==> src/rtl/pipeline_ctrl_if.sv <==
// Control bundle between the ID/EX stages and the stall/flush sequencer.
// The decode/hazard/branch side drives requests; the sequencer drives
// the pipeline-register controls, status and performance counters.
interface pipeline_ctrl_if #(
  parameter int CNT_W = 32
);
  logic             id_valid_inst;
  logic             id_illegal;
  logic             id_hazard;
  logic             id_is_mul;
  logic             id_is_ebreak;
  logic             ex_take_branch;

  logic             pc_stall;
  logic             if_id_stall;
  logic             if_id_flush;
  logic             id_ex_bubble;
  logic             mul_start;
  logic             mul_abort;
  logic             halted;
  logic             halt_illegal;
  logic [CNT_W-1:0] stall_cnt;
  logic [CNT_W-1:0] flush_cnt;

  modport master (
    output id_valid_inst, id_illegal, id_hazard, id_is_mul, id_is_ebreak,
           ex_take_branch,
    input  pc_stall, if_id_stall, if_id_flush, id_ex_bubble, mul_start,
           mul_abort, halted, halt_illegal, stall_cnt, flush_cnt
  );

  modport slave (
    input  id_valid_inst, id_illegal, id_hazard, id_is_mul, id_is_ebreak,
           ex_take_branch,
    output pc_stall, if_id_stall, if_id_flush, id_ex_bubble, mul_start,
           mul_abort, halted, halt_illegal, stall_cnt, flush_cnt
  );
endinterface

==> src/rtl/pipeline_ctrl.sv <==
// Stall/flush sequencer for the 5-stage pipeline.
//
//   state    | meaning
//   ---------+-----------------------------------------------------------
//   RUN      | normal issue; branch flush, halt detect, hazard, MUL start
//   MUL_WAIT | MUL/MULHU held in ID until its latency has elapsed
//   DRAIN    | halt requested; inserting bubbles for DRAIN_DEPTH cycles
//   HALTED   | pipeline frozen until reset
//
// Controls are combinational from state, cnt and inputs and are forced
// low while reset is asserted.
module pipeline_ctrl #(
  parameter int MUL_LATENCY = 4,
  parameter int DRAIN_DEPTH = 3,
  parameter int CNT_W       = 32
) (
  input  logic               clk,
  input  logic               rst,
  pipeline_ctrl_if.slave     bus
);

  typedef enum logic [1:0] {RUN, MUL_WAIT, DRAIN, HALTED} state_e;

  localparam logic [3:0]       MUL_CNT_INIT   = 4'(MUL_LATENCY - 1);
  localparam logic [3:0]       DRAIN_CNT_INIT = 4'(DRAIN_DEPTH - 1);
  localparam logic [CNT_W-1:0] CNT_ONE        = {{(CNT_W-1){1'b0}}, 1'b1};
  localparam logic [CNT_W-1:0] CNT_MAX        = {CNT_W{1'b1}};

  state_e           state_q, state_d;
  logic [3:0]       cnt_q, cnt_d;
  logic             halt_illegal_q, halt_illegal_d;
  logic [CNT_W-1:0] stall_cnt_q, stall_cnt_d;
  logic [CNT_W-1:0] flush_cnt_q, flush_cnt_d;

  logic pc_stall_c, if_id_stall_c, if_id_flush_c, id_ex_bubble_c;
  logic mul_start_c, mul_abort_c;
  logic flush_inc;
  logic halt_req;

  // An illegal instruction halts regardless of the valid qualifier on ID;
  // EBREAK only when it is a real instruction.
  assign halt_req = bus.id_illegal | (bus.id_valid_inst & bus.id_is_ebreak);

  // Next-state, down-counter and control decode.
  always_comb begin
    state_d        = state_q;
    cnt_d          = cnt_q;
    halt_illegal_d = halt_illegal_q;
    pc_stall_c     = 1'b0;
    if_id_stall_c  = 1'b0;
    if_id_flush_c  = 1'b0;
    id_ex_bubble_c = 1'b0;
    mul_start_c    = 1'b0;
    mul_abort_c    = 1'b0;
    flush_inc      = 1'b0;

    case (state_q)
      RUN: begin
        if (bus.ex_take_branch) begin
          if_id_flush_c  = 1'b1;
          id_ex_bubble_c = 1'b1;
          flush_inc      = 1'b1;
        end else if (halt_req) begin
          pc_stall_c     = 1'b1;
          if_id_flush_c  = 1'b1;
          // EBREAK itself proceeds into ID/EX; an illegal op must not.
          id_ex_bubble_c = bus.id_illegal;
          state_d        = DRAIN;
          cnt_d          = DRAIN_CNT_INIT;
          if (bus.id_illegal) halt_illegal_d = 1'b1;
        end else if (bus.id_hazard) begin
          pc_stall_c     = 1'b1;
          if_id_stall_c  = 1'b1;
          id_ex_bubble_c = 1'b1;
        end else if (bus.id_valid_inst && bus.id_is_mul) begin
          mul_start_c    = 1'b1;
          pc_stall_c     = 1'b1;
          if_id_stall_c  = 1'b1;
          id_ex_bubble_c = 1'b1;
          state_d        = MUL_WAIT;
          cnt_d          = MUL_CNT_INIT;
        end
      end

      MUL_WAIT: begin
        if (bus.ex_take_branch) begin
          // The MUL sits behind a taken branch, so it is on the wrong path.
          mul_abort_c    = 1'b1;
          if_id_flush_c  = 1'b1;
          id_ex_bubble_c = 1'b1;
          flush_inc      = 1'b1;
          state_d        = RUN;
        end else if (cnt_q != 4'd0) begin
          pc_stall_c     = 1'b1;
          if_id_stall_c  = 1'b1;
          id_ex_bubble_c = 1'b1;
          cnt_d          = cnt_q - 4'd1;
        end else begin
          state_d        = RUN;
        end
      end

      DRAIN: begin
        pc_stall_c    = 1'b1;
        if_id_flush_c = 1'b1;
        if (cnt_q == 4'd0) state_d = HALTED;
        else               cnt_d   = cnt_q - 4'd1;
      end

      HALTED: begin
        pc_stall_c     = 1'b1;
        if_id_stall_c  = 1'b1;
        id_ex_bubble_c = 1'b1;
      end

      default: state_d = RUN;
    endcase
  end

  // Saturating performance counters; HALTED stalls are not charged.
  always_comb begin
    stall_cnt_d = stall_cnt_q;
    flush_cnt_d = flush_cnt_q;
    if (if_id_stall_c && (state_q != HALTED) && (stall_cnt_q != CNT_MAX))
      stall_cnt_d = stall_cnt_q + CNT_ONE;
    if (flush_inc && (flush_cnt_q != CNT_MAX))
      flush_cnt_d = flush_cnt_q + CNT_ONE;
  end

  // State, counter and sticky-flag registers.
  always_ff @(posedge clk or negedge rst) begin
    if (!rst) begin
      state_q        <= RUN;
      cnt_q          <= 4'd0;
      halt_illegal_q <= 1'b0;
      stall_cnt_q    <= '0;
      flush_cnt_q    <= '0;
    end else begin
      state_q        <= state_d;
      cnt_q          <= cnt_d;
      halt_illegal_q <= halt_illegal_d;
      stall_cnt_q    <= stall_cnt_d;
      flush_cnt_q    <= flush_cnt_d;
    end
  end

  assign bus.pc_stall     = rst & pc_stall_c;
  assign bus.if_id_stall  = rst & if_id_stall_c;
  assign bus.if_id_flush  = rst & if_id_flush_c;
  assign bus.id_ex_bubble = rst & id_ex_bubble_c;
  assign bus.mul_start    = rst & mul_start_c;
  assign bus.mul_abort    = rst & mul_abort_c;
  assign bus.halted       = rst & (state_q == HALTED);
  assign bus.halt_illegal = halt_illegal_q;
  assign bus.stall_cnt    = stall_cnt_q;
  assign bus.flush_cnt    = flush_cnt_q;

endmodule
==> src/flat_wrapper.sv <==
// flat-port wrapper written by rule: the top's interface ports become plain ports
module pipeline_ctrl_flat 
#(
  parameter int MUL_LATENCY = 4,
  parameter int DRAIN_DEPTH = 3,
  parameter int CNT_W       = 32
)
  (clk, rst, bus_id_valid_inst, bus_id_illegal, bus_id_hazard, bus_id_is_mul, bus_id_is_ebreak, bus_ex_take_branch, bus_pc_stall, bus_if_id_stall, bus_if_id_flush, bus_id_ex_bubble, bus_mul_start, bus_mul_abort, bus_halted, bus_halt_illegal, bus_stall_cnt, bus_flush_cnt);
  pipeline_ctrl_if #(.CNT_W(CNT_W)) bus_i ();
  input  logic clk;
  input  logic rst;
  input wire logic [$bits(bus_i.id_valid_inst)-1:0] bus_id_valid_inst;
  input wire logic [$bits(bus_i.id_illegal)-1:0] bus_id_illegal;
  input wire logic [$bits(bus_i.id_hazard)-1:0] bus_id_hazard;
  input wire logic [$bits(bus_i.id_is_mul)-1:0] bus_id_is_mul;
  input wire logic [$bits(bus_i.id_is_ebreak)-1:0] bus_id_is_ebreak;
  input wire logic [$bits(bus_i.ex_take_branch)-1:0] bus_ex_take_branch;
  output wire logic [$bits(bus_i.pc_stall)-1:0] bus_pc_stall;
  output wire logic [$bits(bus_i.if_id_stall)-1:0] bus_if_id_stall;
  output wire logic [$bits(bus_i.if_id_flush)-1:0] bus_if_id_flush;
  output wire logic [$bits(bus_i.id_ex_bubble)-1:0] bus_id_ex_bubble;
  output wire logic [$bits(bus_i.mul_start)-1:0] bus_mul_start;
  output wire logic [$bits(bus_i.mul_abort)-1:0] bus_mul_abort;
  output wire logic [$bits(bus_i.halted)-1:0] bus_halted;
  output wire logic [$bits(bus_i.halt_illegal)-1:0] bus_halt_illegal;
  output wire logic [$bits(bus_i.stall_cnt)-1:0] bus_stall_cnt;
  output wire logic [$bits(bus_i.flush_cnt)-1:0] bus_flush_cnt;
  assign bus_i.id_valid_inst = bus_id_valid_inst;
  assign bus_i.id_illegal = bus_id_illegal;
  assign bus_i.id_hazard = bus_id_hazard;
  assign bus_i.id_is_mul = bus_id_is_mul;
  assign bus_i.id_is_ebreak = bus_id_is_ebreak;
  assign bus_i.ex_take_branch = bus_ex_take_branch;
  assign bus_pc_stall = bus_i.pc_stall;
  assign bus_if_id_stall = bus_i.if_id_stall;
  assign bus_if_id_flush = bus_i.if_id_flush;
  assign bus_id_ex_bubble = bus_i.id_ex_bubble;
  assign bus_mul_start = bus_i.mul_start;
  assign bus_mul_abort = bus_i.mul_abort;
  assign bus_halted = bus_i.halted;
  assign bus_halt_illegal = bus_i.halt_illegal;
  assign bus_stall_cnt = bus_i.stall_cnt;
  assign bus_flush_cnt = bus_i.flush_cnt;
  pipeline_ctrl #(.MUL_LATENCY(MUL_LATENCY), .DRAIN_DEPTH(DRAIN_DEPTH), .CNT_W(CNT_W)) u_core (.clk(clk), .rst(rst), .bus(bus_i));
endmodule
==> config.mk <==
export PLATFORM = sky130hd
export DESIGN_NAME = pipeline_ctrl_flat
export DESIGN_NICKNAME = d
export VERILOG_FILES = /design/src/rtl/pipeline_ctrl_if.sv /design/src/rtl/pipeline_ctrl.sv /design/src/flat_wrapper.sv
export SDC_FILE = /design/constraint.sdc
export NUM_CORES = 1
export LEC_CHECK = 0
export BUFFER_PORTS_ARGS = -buffer_cell sky130_fd_sc_hd__buf_4
export CORE_MARGIN = 4
export CORE_UTILIZATION = 59
export DETAILED_ROUTE_END_ITERATION = 10
export PLACE_DENSITY = 0.87
export SLEW_MARGIN = 20
export SYNTH_ARGS = -nofsm -noshare
export SYNTH_HDL_FRONTEND = slang
export SYNTH_SLANG_ARGS = --single-unit
==> constraint.sdc <==
create_clock -name clk -period 4.5 [get_ports clk]
set_input_delay 0.675 -clock clk [delete_from_list [all_inputs] [get_ports clk]]
set_output_delay 0.675 -clock clk [all_outputs]
set_load 0.01 [all_outputs]
Word-level counts from Yosys, hierarchy flattened
Index checks and enable logic that the tools add are counted.
{"block": "classes", "add_sub_neg": 3, "multipliers": 0, "div_mod_pow": 0, "order_cmp": 0, "eq_ne": 14, "n_shift": 0, "mux": 40, "bitwise": 10, "reduce_logical": 13}
{"operator": "32-bit by 1-bit adder with 32-bit output, second input constant", "n": 2}
{"operator": "32-bit != test, second input constant", "n": 2}
{"operator": "4-bit two-way mux", "n": 7}
{"operator": "1-bit two-way mux", "n": 20}
{"operator": "2-bit two-way mux", "n": 7}
{"operator": "1-bit one-hot mux with 3 select lines", "n": 4}
{"operator": "4-bit one-hot mux with 3 select lines", "n": 1}
{"operator": "1-bit bitwise AND", "n": 8}
{"operator": "2-bit != test, second input constant", "n": 4}
{"operator": "7-bit AND reduction", "n": 1}
{"operator": "2-bit one-hot mux with 3 select lines", "n": 1}
{"operator": "6-bit AND reduction", "n": 1}
{"operator": "2-bit equality test, second input constant", "n": 2}
{"operator": "1-bit logical AND", "n": 4}
{"operator": "4-bit zero test", "n": 1}
{"operator": "2-bit by 1-bit != test with 1-bit output, second input constant", "n": 2}
{"operator": "4-bit AND reduction", "n": 1}
{"operator": "4-bit nonzero test", "n": 1}
{"operator": "2-bit OR reduction", "n": 2}
{"operator": "4-bit by 1-bit subtractor with 4-bit output, second input constant", "n": 1}
{"operator": "3-bit by 1-bit != test with 1-bit output, second input constant", "n": 1}
{"operator": "3-bit by 2-bit != test with 1-bit output, second input constant", "n": 1}
{"operator": "3-bit != test, second input constant", "n": 1}
{"operator": "3-bit nonzero test", "n": 1}
{"operator": "4 further kinds", "n": 4}
{"block": "totals", "register_bits": 71, "latchBits": 0, "ram_bits": 0, "romBits": 0, "input_bits": 8, "mem_count": 0}

Depth between registers and ports, before layout
Gate-level depths: netlist of the first run.
{"block": "depth", "depth_word": 8, "ltp_mapped": 8}

Least setup slack after synthesis of the first run
No wires, ideal clock.
{"block": "synth_path", "path_type": "register -> register", "startpoint": "reg u_core.state_q[1]", "endpoint": "reg u_core.stall_cnt_q[1], in the netlist u_core.bus.stall_cnt[1]", "setup_time_ns": 0.125, "arrival_ns": 2.057, "slack_ns": 2.319, "path_stages_with_launch": 8, "path_buffers": 0, "synth_period_minus_slack_ns": 2.181, "cell_sequence": "dfrtp_1 -> inv_1 -> ha_1 -> nor2b_1 -> nor3b_1 -> o21ai_1 -> nor2_1 -> mux2_2"}
{"block": "synth_between", "elab_chain_cells": 4, "word_cells_on_any_way": 7}
{"item": "start: declaration", "line": "pipeline_ctrl.sv:29", "rtl": "state_e state_q, state_d;"}
{"item": "start signal: assignment", "line": "pipeline_ctrl.sv:139", "rtl": "state_q <= state_d;"}
{"item": "2-bit equality test (tied with other cells)", "line": "pipeline_ctrl.sv:57", "rtl": "case (state_q)"}
{"item": "1-bit one-hot mux with 3 select lines", "line": "pipeline_ctrl.sv:57"}
{"item": "1-bit logical AND (*) (2 in a row)", "line": "pipeline_ctrl.sv:124", "rtl": "if (if_id_stall_c && (state_q != HALTED) && (stall_cnt_q != CNT_MAX))"}
{"item": "end signal: assignment", "line": "pipeline_ctrl.sv:142", "rtl": "stall_cnt_q <= stall_cnt_d;"}
{"item": "end: declaration", "line": "pipeline_ctrl.sv:32", "rtl": "logic [CNT_W-1:0] stall_cnt_q, stall_cnt_d;"}
Every way passes the cells marked *; elsewhere a longest branch is shown, timed or not.
A chain may end at the register's enable or synchronous reset.

Worst setup path after layout of the first run
{"block": "layout_path", "startpoint": "reg u_core.cnt_q[0]", "endpoint": "out bus_pc_stall"}
{"block": "layout_between", "elab_chain_cells": 5}
{"item": "start: declaration", "line": "pipeline_ctrl.sv:30", "rtl": "logic [3:0] cnt_q, cnt_d;"}
{"item": "start signal: assignment", "line": "pipeline_ctrl.sv:140", "rtl": "cnt_q <= cnt_d;"}
{"item": "4-bit nonzero test", "line": "pipeline_ctrl.sv:93", "rtl": "end else if (cnt_q != 4'd0) begin"}
{"item": "1-bit two-way mux", "line": "pipeline_ctrl.sv:93"}
{"item": "1-bit two-way mux", "line": "pipeline_ctrl.sv:86", "rtl": "if (bus.ex_take_branch) begin"}
{"item": "1-bit one-hot mux with 3 select lines", "line": "pipeline_ctrl.sv:57"}
{"item": "1-bit bitwise AND", "line": "pipeline_ctrl.sv:147", "rtl": "assign bus.pc_stall = rst & pc_stall_c;"}
{"item": "end: declaration", "line": "flat_wrapper.sv:18", "rtl": "output wire logic [$bits(bus_i.pc_stall)-1:0] bus_pc_stall;"}
Every way passes these cells.

==> impl_results.md, run 1 <==
- Initial Utilization: 62.0%
- Post-synth top flop: dfrtp_1
- First-pass GRT wire length: 14.2 mm
- Reg2Reg Depth: 7
- Number of remaining DRC errors: 0
- Leak: 2.23 nW
- Antenna diode count: 0
- Antenna violations before repair: 0
- Post-Syn Nets: 382
- Fmax achieved: 0.345 GHz
- Final setup margin: 1.60 ns
- Share of flip-flops with an asynchronous set or reset: 100%
- Critical Path AT: 2.22 ns
- Critical R2R Capture: u_core.bus.stall_cnt[31]
- Final setup skew: 0.0119 ns
- Syn Inst Count: 367
- Chip Height: 87.6 um
- First-pass DRT Iterations: 4
- Setup bufs post-CTS: 0
- VDD IR max: 0.343 mV
- Total wire length: 8.26 mm
- Setup crit end kind: output pin
- Commonest non-fill, non-tap cell in the layout: buf_4
- Share of cells above drive strength 1: 24.2%
- P&R area growth vs syn: 22.3%
- Avg WL per Cell: 15.6 um
- Slew of the pin with the lowest slew margin: 0.869 ns
- Iter 0 DRT Violations: 129
- Synth Warn #: 0
- Endpoints failing hold: 0
- Dpl ws: 1.70 ns
- Via count: 3048
- EDFF count, synth: 0
- Clk slew on worst S/H paths: 0.08 ns
- Sequential share of the synthesized area: 47.5%
- I/O pin cnt: 80
- Sink Count: 71
- Max-slew violations: 0
- Root Driver: clkbuf_8
- Reg-to-Reg Start: u_core.state_q[1]
- Synthesized area: 0.00374 sq mm
- Final Non-Filler Cells: 530
- Die area: 0.00767 sq mm
- Rel. slew slack: 42.0%
- Clock Tree Buf Depth: 2
- Pin count of the biggest net entering global routing: 52
- Outcome: finished, final reports clean
- Hold buffer count at CTS: 0
- Clock H-tree levels: 3
- Via density per instance: 5.75
- Commonest cells after routing, fill and taps aside: 80 x buf_4, 71 x dfrtp_1, 33 x xor2_1, 28 x nor2_1
- R2R Setup Slk: 1.70 ns
- Startpoint types: register
- MaxCap Viol Count: 0
- PwrDens: 392 mW/mm^2
- Sum Neg Setup Slack: 0 ns
- Chip width: 87.6 um
- Synth unique cells: 49
- Final ANT Viol Nets: 0
- Inst Count DP: 516
- Number of global-route vias before repair: 3037
- CTS tree: yes
- Tot GR Track Use: 23.4%
- Core area: 0.00603 sq mm
- Post-CTS Resized: 0
- Hold Crit Class: in2async
- Clk_lat worst skew: 0.34 ns
- RSZ-0062 raised after global routing: false
- Setup violations, final: 0
- HPWL after detailed placement: 6.05 mm
- CP Class: reg2out
- Grt ovf: 0
- Flops & latches, synth: 71
- Fin crit share: 64.4%
- Nets@finish: 467
- Mean Syn Cell Area: 10.2 sq um
- Critical path peak fanout: 6
- Port Buf Inserts: 79
- Num rows: 28
- Clock buffer count from CTS: 9
- Post-layout min period: 2.90 ns
- Req. time, crit path: 3.83 ns
- Routability congestion estimate: 0.893
==> how the worst max path moves through the flow <==
stage	start	endpoint	slack [ns]	depth (start not counted)
3_5_place_dp	u_core.state_q[1]	u_core.bus.stall_cnt[31]	1.70	7
3_3_place_gp	bus_id_valid_inst	u_core.bus.stall_cnt[31]	1.84	6
4_1_cts	u_core.cnt_q[0]	bus_pc_stall	1.60	6
5_1_grt	u_core.cnt_q[0]	bus_pc_stall	1.37	6
6_report	u_core.cnt_q[0]	bus_pc_stall	1.60	6
2_1_floorplan	u_core.state_q[1]	u_core.bus.stall_cnt[1]	2.32	7
==> report_power, final <==
part	switching, W	total (W)	internal, W	leakage [nW]
Sequential	0.0000846	0.000792	0.000708	0.928
Combinational	0.000303	0.000554	0.000251	1.22
Clock	0.000224	0.000447	0.000223	0.0833
Total	0.000611	0.00179	0.00118	2.23
==> area by class of cell <==
| type | instances | area [sq um] |
|---|---|---|
| clock buffer | 11 | 151 |
| clock inverter | 3 | 20.0 |
| fill | 438 | 1460 |
| inverter | 14 | 52.6 |
| multi-input combinational | 276 | 1870 |
| sequential | 71 | 1780 |
| tap | 75 | 93.8 |
| timing repair buffer | 80 | 601 |
==> cell usage after synthesis (2+ instances only) <==
library cell,number,area share (%)
o31ai_4,2,1.1
o21ai_0,8,1.1
nor4b_1,2,0.47
clkbuf_1,2,0.20
nor3_1,23,3.1
nor2_1,28,2.8
o31ai_1,3,0.60
mux2_2,6,1.8
a21o_1,2,0.40
or4_1,4,0.80
or2_2,2,0.33
a21oi_1,7,0.94
ha_1,7,2.3
nand3_1,26,3.5
inv_1,14,1.4
nand2b_1,4,0.67
dfrtp_1,71,48
nor4_1,5,0.84
and4_1,4,0.94
xor2_1,33,7.7
nor3b_1,6,1.2
nand4_1,17,2.8
o21a_1,2,0.40
and2_1,3,0.50
and3_1,9,1.5
nor4_2,2,0.67
a22o_1,2,0.47
nand4b_1,2,0.47
xnor2_1,24,5.6
buf_2,3,0.40
nand2_1,26,2.6
==> critical path: stages, from the launching register on <==
cell and delay, ns:
dfrtp_1 0.42, inv_1 0.07, ha_1 0.17, nor3b_1 0.48
o21bai_1 0.26, o311a_1 0.34, buf_4 0.15
==> kinds of logic (layout without fill, tap and decap cells) <==
| logic type | after synthesis | in the layout | share of synthesized area (%) |
|---|---|---|---|
| AOI/OAI and AO/OA | 35 | 35 | 7.06 |
| xor gates and xnor gates | 57 | 57 | 13.4 |
| adders and majority gates | 7 | 7 | 2.34 |
| buffers and inverters | 20 | 108 | 2.31 |
| DFF | 71 | 71 | 47.5 |
| muxes | 8 | 8 | 2.48 |
| and+or+nand+nor | 169 | 169 | 24.9 |
==> sequential cells by signal, indices dropped and copies added (netlist names) <==
signal                   cells
u_core.bus.stall_cnt        32
u_core.bus.halt_illegal      1
u_core.state_q               2
u_core.bus.flush_cnt        32
u_core.cnt_q                 4
==> per-stage QoR <==
stage | hold WS (ns) | utilization (%) | area, sq um | total power (W)
4_1_cts | 0.229 | 75.8 | 4570 | 0.00181
3_3_place_gp | 0.450 | 73.0 | 4400 | 0.00133
3_5_place_dp | 0.460 | 73.0 | 4400 | 0.00136
6_report | 0.229 | 75.8 | 4570 | 0.00179
2_1_floorplan | 0.379 | - | 3740 | 0.00115
5_1_grt | 0.234 | 75.8 | 4570 | 0.00191
==> layer usage <==
metal	global-route usage, %	part of all wire [%]
met1	30.8	44
met2	38.4	49
met3	5.46	5.5
met4	7.67	1.5
met5	0	0
No activity file was read; power rests on OpenSTA's default activity.
==> run 2, diff against run 1 <==
--- a/config.mk
+++ b/config.mk
@@ -7,9 +7,9 @@
 export LEC_CHECK = 0
 export BUFFER_PORTS_ARGS = -buffer_cell sky130_fd_sc_hd__buf_4
 export CORE_MARGIN = 4
-export CORE_UTILIZATION = 59
+export CORE_UTILIZATION = 49
 export DETAILED_ROUTE_END_ITERATION = 10
-export PLACE_DENSITY = 0.87
+export PLACE_DENSITY = 0.78
 export SLEW_MARGIN = 20
 export SYNTH_ARGS = -nofsm -noshare
 export SYNTH_HDL_FRONTEND = slang
==> constraint.sdc (replaced) <==
create_clock -name clk -period 2.63 [get_ports clk]
set_input_delay 0.3945 -clock clk [delete_from_list [all_inputs] [get_ports clk]]
set_output_delay 0.3945 -clock clk [all_outputs]
set_load 0.01 [all_outputs]
==> run 2 against run 1 <==
The flow now finishes with violations (hold timing). Global-route usage is 3.4 points lower. Combinational power up 78%. First-iteration DRC count increased by 29%. Total power up 74%. Critical endpoint is now u_core.bus.stall_cnt[21]. Sequential power up 70%. Via count up 1.1%. Cell count up 6.2%. Worst setup slack lost 1.4 ns.
==> impl_results.md, run 2 (same netlist as run 1, synthesis figures left out) <==
- CTS tree: yes
- Sink Count: 71 (unchanged)
- CP most frequent cell: buf_4
- Number of global-route vias before repair: 3082 (+1.5%)
- P_int: 0.00206 W (+74%)
- Critical Path Max Stage Delay: 0.39 ns (-0.09 ns)
- First-pass GRT wire length: 14.5 mm (+1.7%)
- Via count: 3081 (+1.1%)
- Grt ovf: 0 (unchanged)
- MaxCap Viol Count: 0 (unchanged)
- Chip width: 95.3 um (+8.8%)
- Startpoint types: register
- VDD IR max: 0.468 mV (+36%)
- Die area: 0.00909 sq mm (+18%)
- Design area: 0.00466 sq mm (+1.9%)
- Critical Path AT: 2.69 ns (+0.47 ns)
- Clock H-tree levels: 3 (unchanged)
- Final setup margin: 0.207 ns (-1.39 ns)
- Hold Crit Class: in2async
- R2R Setup Slk: 0.21 ns (-1.49 ns)
- Total wire length: 8.52 mm (+3.1%)
- CP Class: reg2reg
- Post-CTS Resized: 0 (unchanged)
- Area occupied by registers: 0.00178 sq mm (unchanged)
- Antenna diode count: 0 (unchanged)
- Hold WS: -0.00624 ns (-0.235 ns)
- Post-DP Area: 0.00448 sq mm (+1.9%)
- Buf+Inv Stages, Crit Path: 3 (+1)
- Avg WL per Cell: 15.1 um (-2.9%)
- Multi-input logic area: 0.00187 sq mm (unchanged)
- Number of remaining DRC errors: 0 (unchanged)
- Initial Utilization: 51.0% (-11 points)
- Iter 0 DRT Violations: 166 (+29%)
- Root Driver: clkbuf_8
- Fmax achieved: 0.413 GHz
- Sum Neg Setup Slack: 0 ns (unchanged)
- PwrDens: 669 mW/mm^2 (+71%)
- Sequential share of power: 43.4% (-0.8 points)
- Slew of the pin with the lowest slew margin: 0.654 ns (-0.214 ns)
- Req. time, crit path: 2.90 ns (-0.93 ns)
- Port Buf Inserts: 79 (unchanged)
- Share of cells above drive strength 1: 25.2% (+1.0 points)
- Final ANT Viol Nets: 0 (unchanged)
- Crit-path cells: inv_1, ha_1, nor3b_1, buf_4, o21bai_1, o2111ai_1, buf_4, nor4_1, xor2_1
- Power Total: 0.00312 W (+74%)
- Final setup skew: 0.0123 ns (+0.000402 ns)
- Clock Tree Buf Depth: 2 (unchanged)
- Reg-to-Reg Start: u_core.cnt_q[0]
- Sw Share: 34.0% (-0.061 points)
- Fill cells: 607 (+39%)
- Crit-path slowest cell: dfrtp_1
- Setup violations, final: 0 (unchanged)
- Failing checks: hold timing
- Via density per instance: 5.47 (-4.8%)
- Chip Height: 95.3 um (+8.8%)
- HPWL after detailed placement: 6.20 mm (+2.5%)
- Clk slew on worst S/H paths: 0.08 ns (about the same)
- Antenna violations before repair: 0 (unchanged)
- Clk_lat worst skew: 0.34 ns (about the same)
- First-pass DRT Iterations: 5 (+1)
- P&R area growth vs syn: 24.6%
- Setup crit end kind: register
- Hold buffer count at CTS: 0 (unchanged)
- Util after Layout: 63.5% (-12 points)
- Routability congestion estimate: 0.882 (-1.3%)
- Reg2Reg Depth: 9 (+2)
- Setup bufs post-CTS: 0 (unchanged)
- Core area: 0.00733 sq mm (+22%)
- Rel. slew slack: 55.9% (+14 points)
- Switching pwr: 0.00106 W (+74%)
- I/O pin cnt: 80 (unchanged)
- Comb pwr share: 31.7% (+0.8 points)
- Critical path peak fanout: 6 (unchanged)
- Leak: 2.27 nW (+1.9%)
- Endpoints failing hold: 1 (+1)
- Tot GR Track Use: 20.0% (-3.4 points)
- Nets@finish: 474 (+1.5%)
- Commonest cells after routing, fill and taps aside: 87 x buf_4, 71 x dfrtp_1, 33 x xor2_1, 28 x nor2_1
- Commonest non-fill, non-tap cell in the layout: buf_4
- Fin crit share: 92.1%
- Outcome: finished with violations
- Num rows: 31 (+11%)
- Post-layout min period: 2.42 ns
- Clock buffer count from CTS: 9 (unchanged)
- Critical R2R Capture: u_core.bus.stall_cnt[21]
- Clock power share: 25.0% (about the same)
- Pin count of the biggest net entering global routing: 43 (-17%)
- Dpl ws: 0.240 ns (-1.46 ns)
- RSZ-0062 raised after global routing: false
- CP delay by family, top: compound AO/OA/AOI/OAI gates
- Max-slew violations: 0 (unchanged)
-- run 2: cell type report --
cell class              count  area share (%)
flip-flops and latches     71            38.2
repair buffers             87            14.0
inverters                  14            1.13
multi-input cells         276            40.2
clock inverters             3           0.376
well taps                  99            2.66
clock buffers              13            3.41
-- run 2: worst max path at each step --
stage,end,depth (start not counted),slack [ns],start
after detailed placement,u_core.bus.stall_cnt[21],9,0.24,u_core.cnt_q[0]
final,u_core.bus.stall_cnt[21],9,0.21,u_core.cnt_q[0]
after CTS,u_core.bus.stall_cnt[21],9,0.23,u_core.cnt_q[0]
after global placement,u_core.bus.stall_cnt[21],9,0.31,u_core.cnt_q[0]
after floorplan,u_core.bus.stall_cnt[1],7,0.45,u_core.state_q[1]
after global routing,u_core.bus.stall_cnt[21],9,0.04,u_core.cnt_q[0]
-- run 2: layer usage --
metal	track usage, %	share of wire (%)	vias to the layer above
li1	-	-	1488
met1	27.3	46	1488
met2	31.3	45	97
met3	5.84	7.7	8
met4	4.93	0.62	0
met5	0	0	-
-- run 2: worst reg2reg max path: cells and delay by family (launching register included) --
kind,cells,cell delay (ns)
xor+xnor,1,0.17
compound gates,2,0.71
flops,1,0.39
fa+ha+maj,1,0.21
buf+inv,3,0.48
simple gates,2,0.43
-- run 2: power by group through the flow --
stage | clock (W) | sequential (W) | combinational [W]
after floorplan | 0 | 0.00138 | 0.000583
after global placement | 0 | 0.00136 | 0.000957
after detailed placement | 0 | 0.00137 | 0.000986
after CTS | 0.000802 | 0.00135 | 0.000988
after global routing | 0.000856 | 0.00138 | 0.00109
final | 0.000778 | 0.00135 | 0.000987
-- run 2: per-stage QoR --
| step | instances | hold slack [ns] |
|---|---|---|
| after floorplan | 367 | 0.0989 |
| after global placement | 547 | 0.366 |
| after detailed placement | 547 | 0.370 |
| after CTS | 563 | 0.00156 |
| after global routing | 563 | 0.0176 |
| final | 563 | -0.00624 |
==> run 3, diff against run 2 <==
--- a/config.mk
+++ b/config.mk
@@ -5,11 +5,12 @@
 export SDC_FILE = /design/constraint.sdc
 export NUM_CORES = 1
 export LEC_CHECK = 0
-export BUFFER_PORTS_ARGS = -buffer_cell sky130_fd_sc_hd__buf_4
 export CORE_MARGIN = 4
-export CORE_UTILIZATION = 49
+export CORE_UTILIZATION = 57
 export DETAILED_ROUTE_END_ITERATION = 10
-export PLACE_DENSITY = 0.78
+export DONT_BUFFER_PORTS = 1
+export MAX_ROUTING_LAYER = met4
+export PLACE_DENSITY = 0.77
 export SLEW_MARGIN = 20
 export SYNTH_ARGS = -nofsm -noshare
 export SYNTH_HDL_FRONTEND = slang
==> run 3 against run 2 <==
The run now ends clean. Global-route usage increased by 1.9 points. Clock skew is 0.0041 ns higher. Clock-buffer cell count is 2 lower. Critical path type unchanged.
==> impl_results.md, run 3 (same netlist as run 1, synthesis figures left out) <==
- Outcome: finished, final reports clean
- Via density per instance: 5.90 (+7.8%)
- Clk slew on worst S/H paths: 0.07 ns (about the same)
- Final setup skew: 0.0164 ns (+0.00410 ns)
- Crit-path cells: nand4_2, or4_1, o31ai_4, mux2_4
- I/O pin cnt: 80 (unchanged)
- Critical Path AT: 2.60 ns (-0.09 ns)
- Util after Layout: 65.6% (+2.1 points)
- Clk_lat worst skew: 0.34 ns (about the same)
- Endpoints failing hold: 0 (-1)
- Setup crit end kind: register
- HPWL after detailed placement: 5.48 mm (-12%)
- First-pass DRT Iterations: 4 (-1)
- Sw Share: 30.9% (-3.1 points)
- Num rows: 29 (-6.5%)
- Chip Height: 89.0 um (-6.7%)
- Fill cells: 493 (-19%)
- Fin crit share: 90.6% (-1.5 points)
- Antenna diode count: 0 (unchanged)
- Inst Count DP: 446 (-18%)
- CP delay by family, top: simple AND/OR/NAND/NOR gates
- Grt ovf: 0 (unchanged)
- CTS tree: yes
- Sequential share of power: 41.9% (-1.5 points)
- Post-layout min period: 2.38 ns (-0.0403 ns)
- Hold_sp: bus_id_illegal
- Via count: 2737 (-11%)
- Antenna violations before repair: 0 (unchanged)
- Setup violations, final: 0 (unchanged)
- Sum Neg Setup Slack: 0 ns (unchanged)
- Critical path peak fanout: 7 (+1)
- Number of remaining DRC errors: 0 (unchanged)
- Leak: 1.92 nW (-15%)
- RSZ-0062 raised after global routing: false
- P&R area growth vs syn: 11.5%
- VDD IR max: 0.536 mV (+14%)
- Total wire length: 7.76 mm (-8.9%)
- Slew of the pin with the lowest slew margin: 0.470 ns (-0.185 ns)
- Clock Tree Buf Depth: 2 (unchanged)
- Port Buf Inserts: 0 (-100%)
- First-pass GRT wire length: 13.2 mm (-9.0%)
- Max-slew violations: 0 (unchanged)
- Commonest non-fill, non-tap cell in the layout: dfrtp_1
- Clock power share: 34.9% (+9.9 points)
- Final ANT Viol Nets: 0 (unchanged)
- Req. time, crit path: 2.84 ns (-0.06 ns)
- Switching pwr: 0.00103 W (-2.8%)
- Hold WS: 0.185 ns (+0.191 ns)
- Rel. slew slack: 68.7% (+13 points)
- Tot GR Track Use: 21.9% (+1.9 points)
- Critical Path Max Stage Delay: 0.77 ns (+0.38 ns)
- CP startpoint: u_core.bus.flush_cnt[6]
- Root Driver: clkbuf_8
- Crit-path slowest cell: or4_1
- MaxCap Viol Count: 0 (unchanged)
- CP Class: reg2reg
- Routability congestion estimate: 0.919 (+4.2%)
- P_int: 0.00230 W (+12%)
- Commonest cells after routing, fill and taps aside: 71 x dfrtp_1, 33 x xor2_1, 28 x nor2_1, 26 x nand2_1, 26 x nand3_1
- Number of global-route vias before repair: 2712 (-12%)
- PwrDens: 800 mW/mm^2 (+20%)
- Setup bufs post-CTS: 0 (unchanged)
- Iter 0 DRT Violations: 142 (-14%)
- Core area: 0.00635 sq mm (-13%)
- Buf+Inv Stages, Crit Path: 0 (-3)
- Chip width: 89.0 um (-6.7%)
- Sink Count: 71 (unchanged)
- Final Non-Filler Cells: 464 (-18%)
- Clock buffer count from CTS: 9 (unchanged)
- Share of cells above drive strength 1: 10.3% (-15 points)
- Initial Utilization: 58.9% (+7.9 points)
- Clock H-tree levels: 3 (unchanged)
- Nets@finish: 397 (-16%)
- Startpoint types: register
- Fmax achieved: 0.420 GHz (+1.7%)
- Reg-to-Reg Start: u_core.bus.flush_cnt[6]
- Comb pwr share: 23.2% (-8.5 points)
- Hold Crit Class: in2reg
- Pin count of the biggest net entering global routing: 72 (+67%)
- Avg WL per Cell: 16.7 um (+11%)
- Die area: 0.00792 sq mm (-13%)
-- run 3: worst paths after layout --
check,endpoint,slack [ns],cells after the start
max,u_core.bus.flush_cnt[1],0.25,4
min,u_core.bus.halt_illegal,0.18,1
max reg2reg,u_core.bus.flush_cnt[1],0.25,4
min reg2reg,u_core.cnt_q[0],0.53,1
max in group asynchronous,u_core.cnt_q[1],1.74,2
min in group asynchronous,u_core.bus.stall_cnt[3],0.59,2
-- run 3: layout make-up --
type	count	area (sq um)	share of cell area, %
clock buffers	11	141	3.39
clock inverters	5	129	3.09
inverters	14	52.6	1.26
multi-input cells	276	1870	45.0
flip-flops and latches	71	1780	42.6
well taps	77	96.3	2.31
repair buffers	10	97.6	2.34
-- run 3: layer usage --
layer	global-route usage, %	share of wire [%]	vias up	wire (um)
met5	-	0	-	0
met4	5.55	0.99	0	77
met3	7.37	9.0	9	700
met2	33.1	46	83	3560
met1	28.6	44	1311	3420
li1	-	-	1334	-
-- run 3: stage by stage --
stage | instance area, sq um | worst slack, ns | total power [W]
floorplan | 3740 | 0.449 | 0.00196
global placement | 3860 | 0.295 | 0.00213
detailed placement | 3860 | 0.249 | 0.00217
CTS | 4170 | 0.244 | 0.00335
global route | 4170 | 0.0824 | 0.00357
finish | 4170 | 0.247 | 0.00333
-- run 3: timing repair --
action	4_1_cts	5_1_grt
hold endpoints to repair	71	0
hold buffers	2	0
gates resized for setup	0	0
setup endpoints to repair	0	0
-- run 3: power by group through the flow --
stage / clock network, W / logic, W / registers (W)
5_1_grt: 0.00124 / 0.000903 / 0.00143
4_1_cts: 0.00117 / 0.000778 / 0.00140
3_5_place_dp: 0 / 0.000748 / 0.00142
2_1_floorplan: 0 / 0.000583 / 0.00138
6_report: 0.00116 / 0.000774 / 0.00140
3_3_place_gp: 0 / 0.000722 / 0.00141
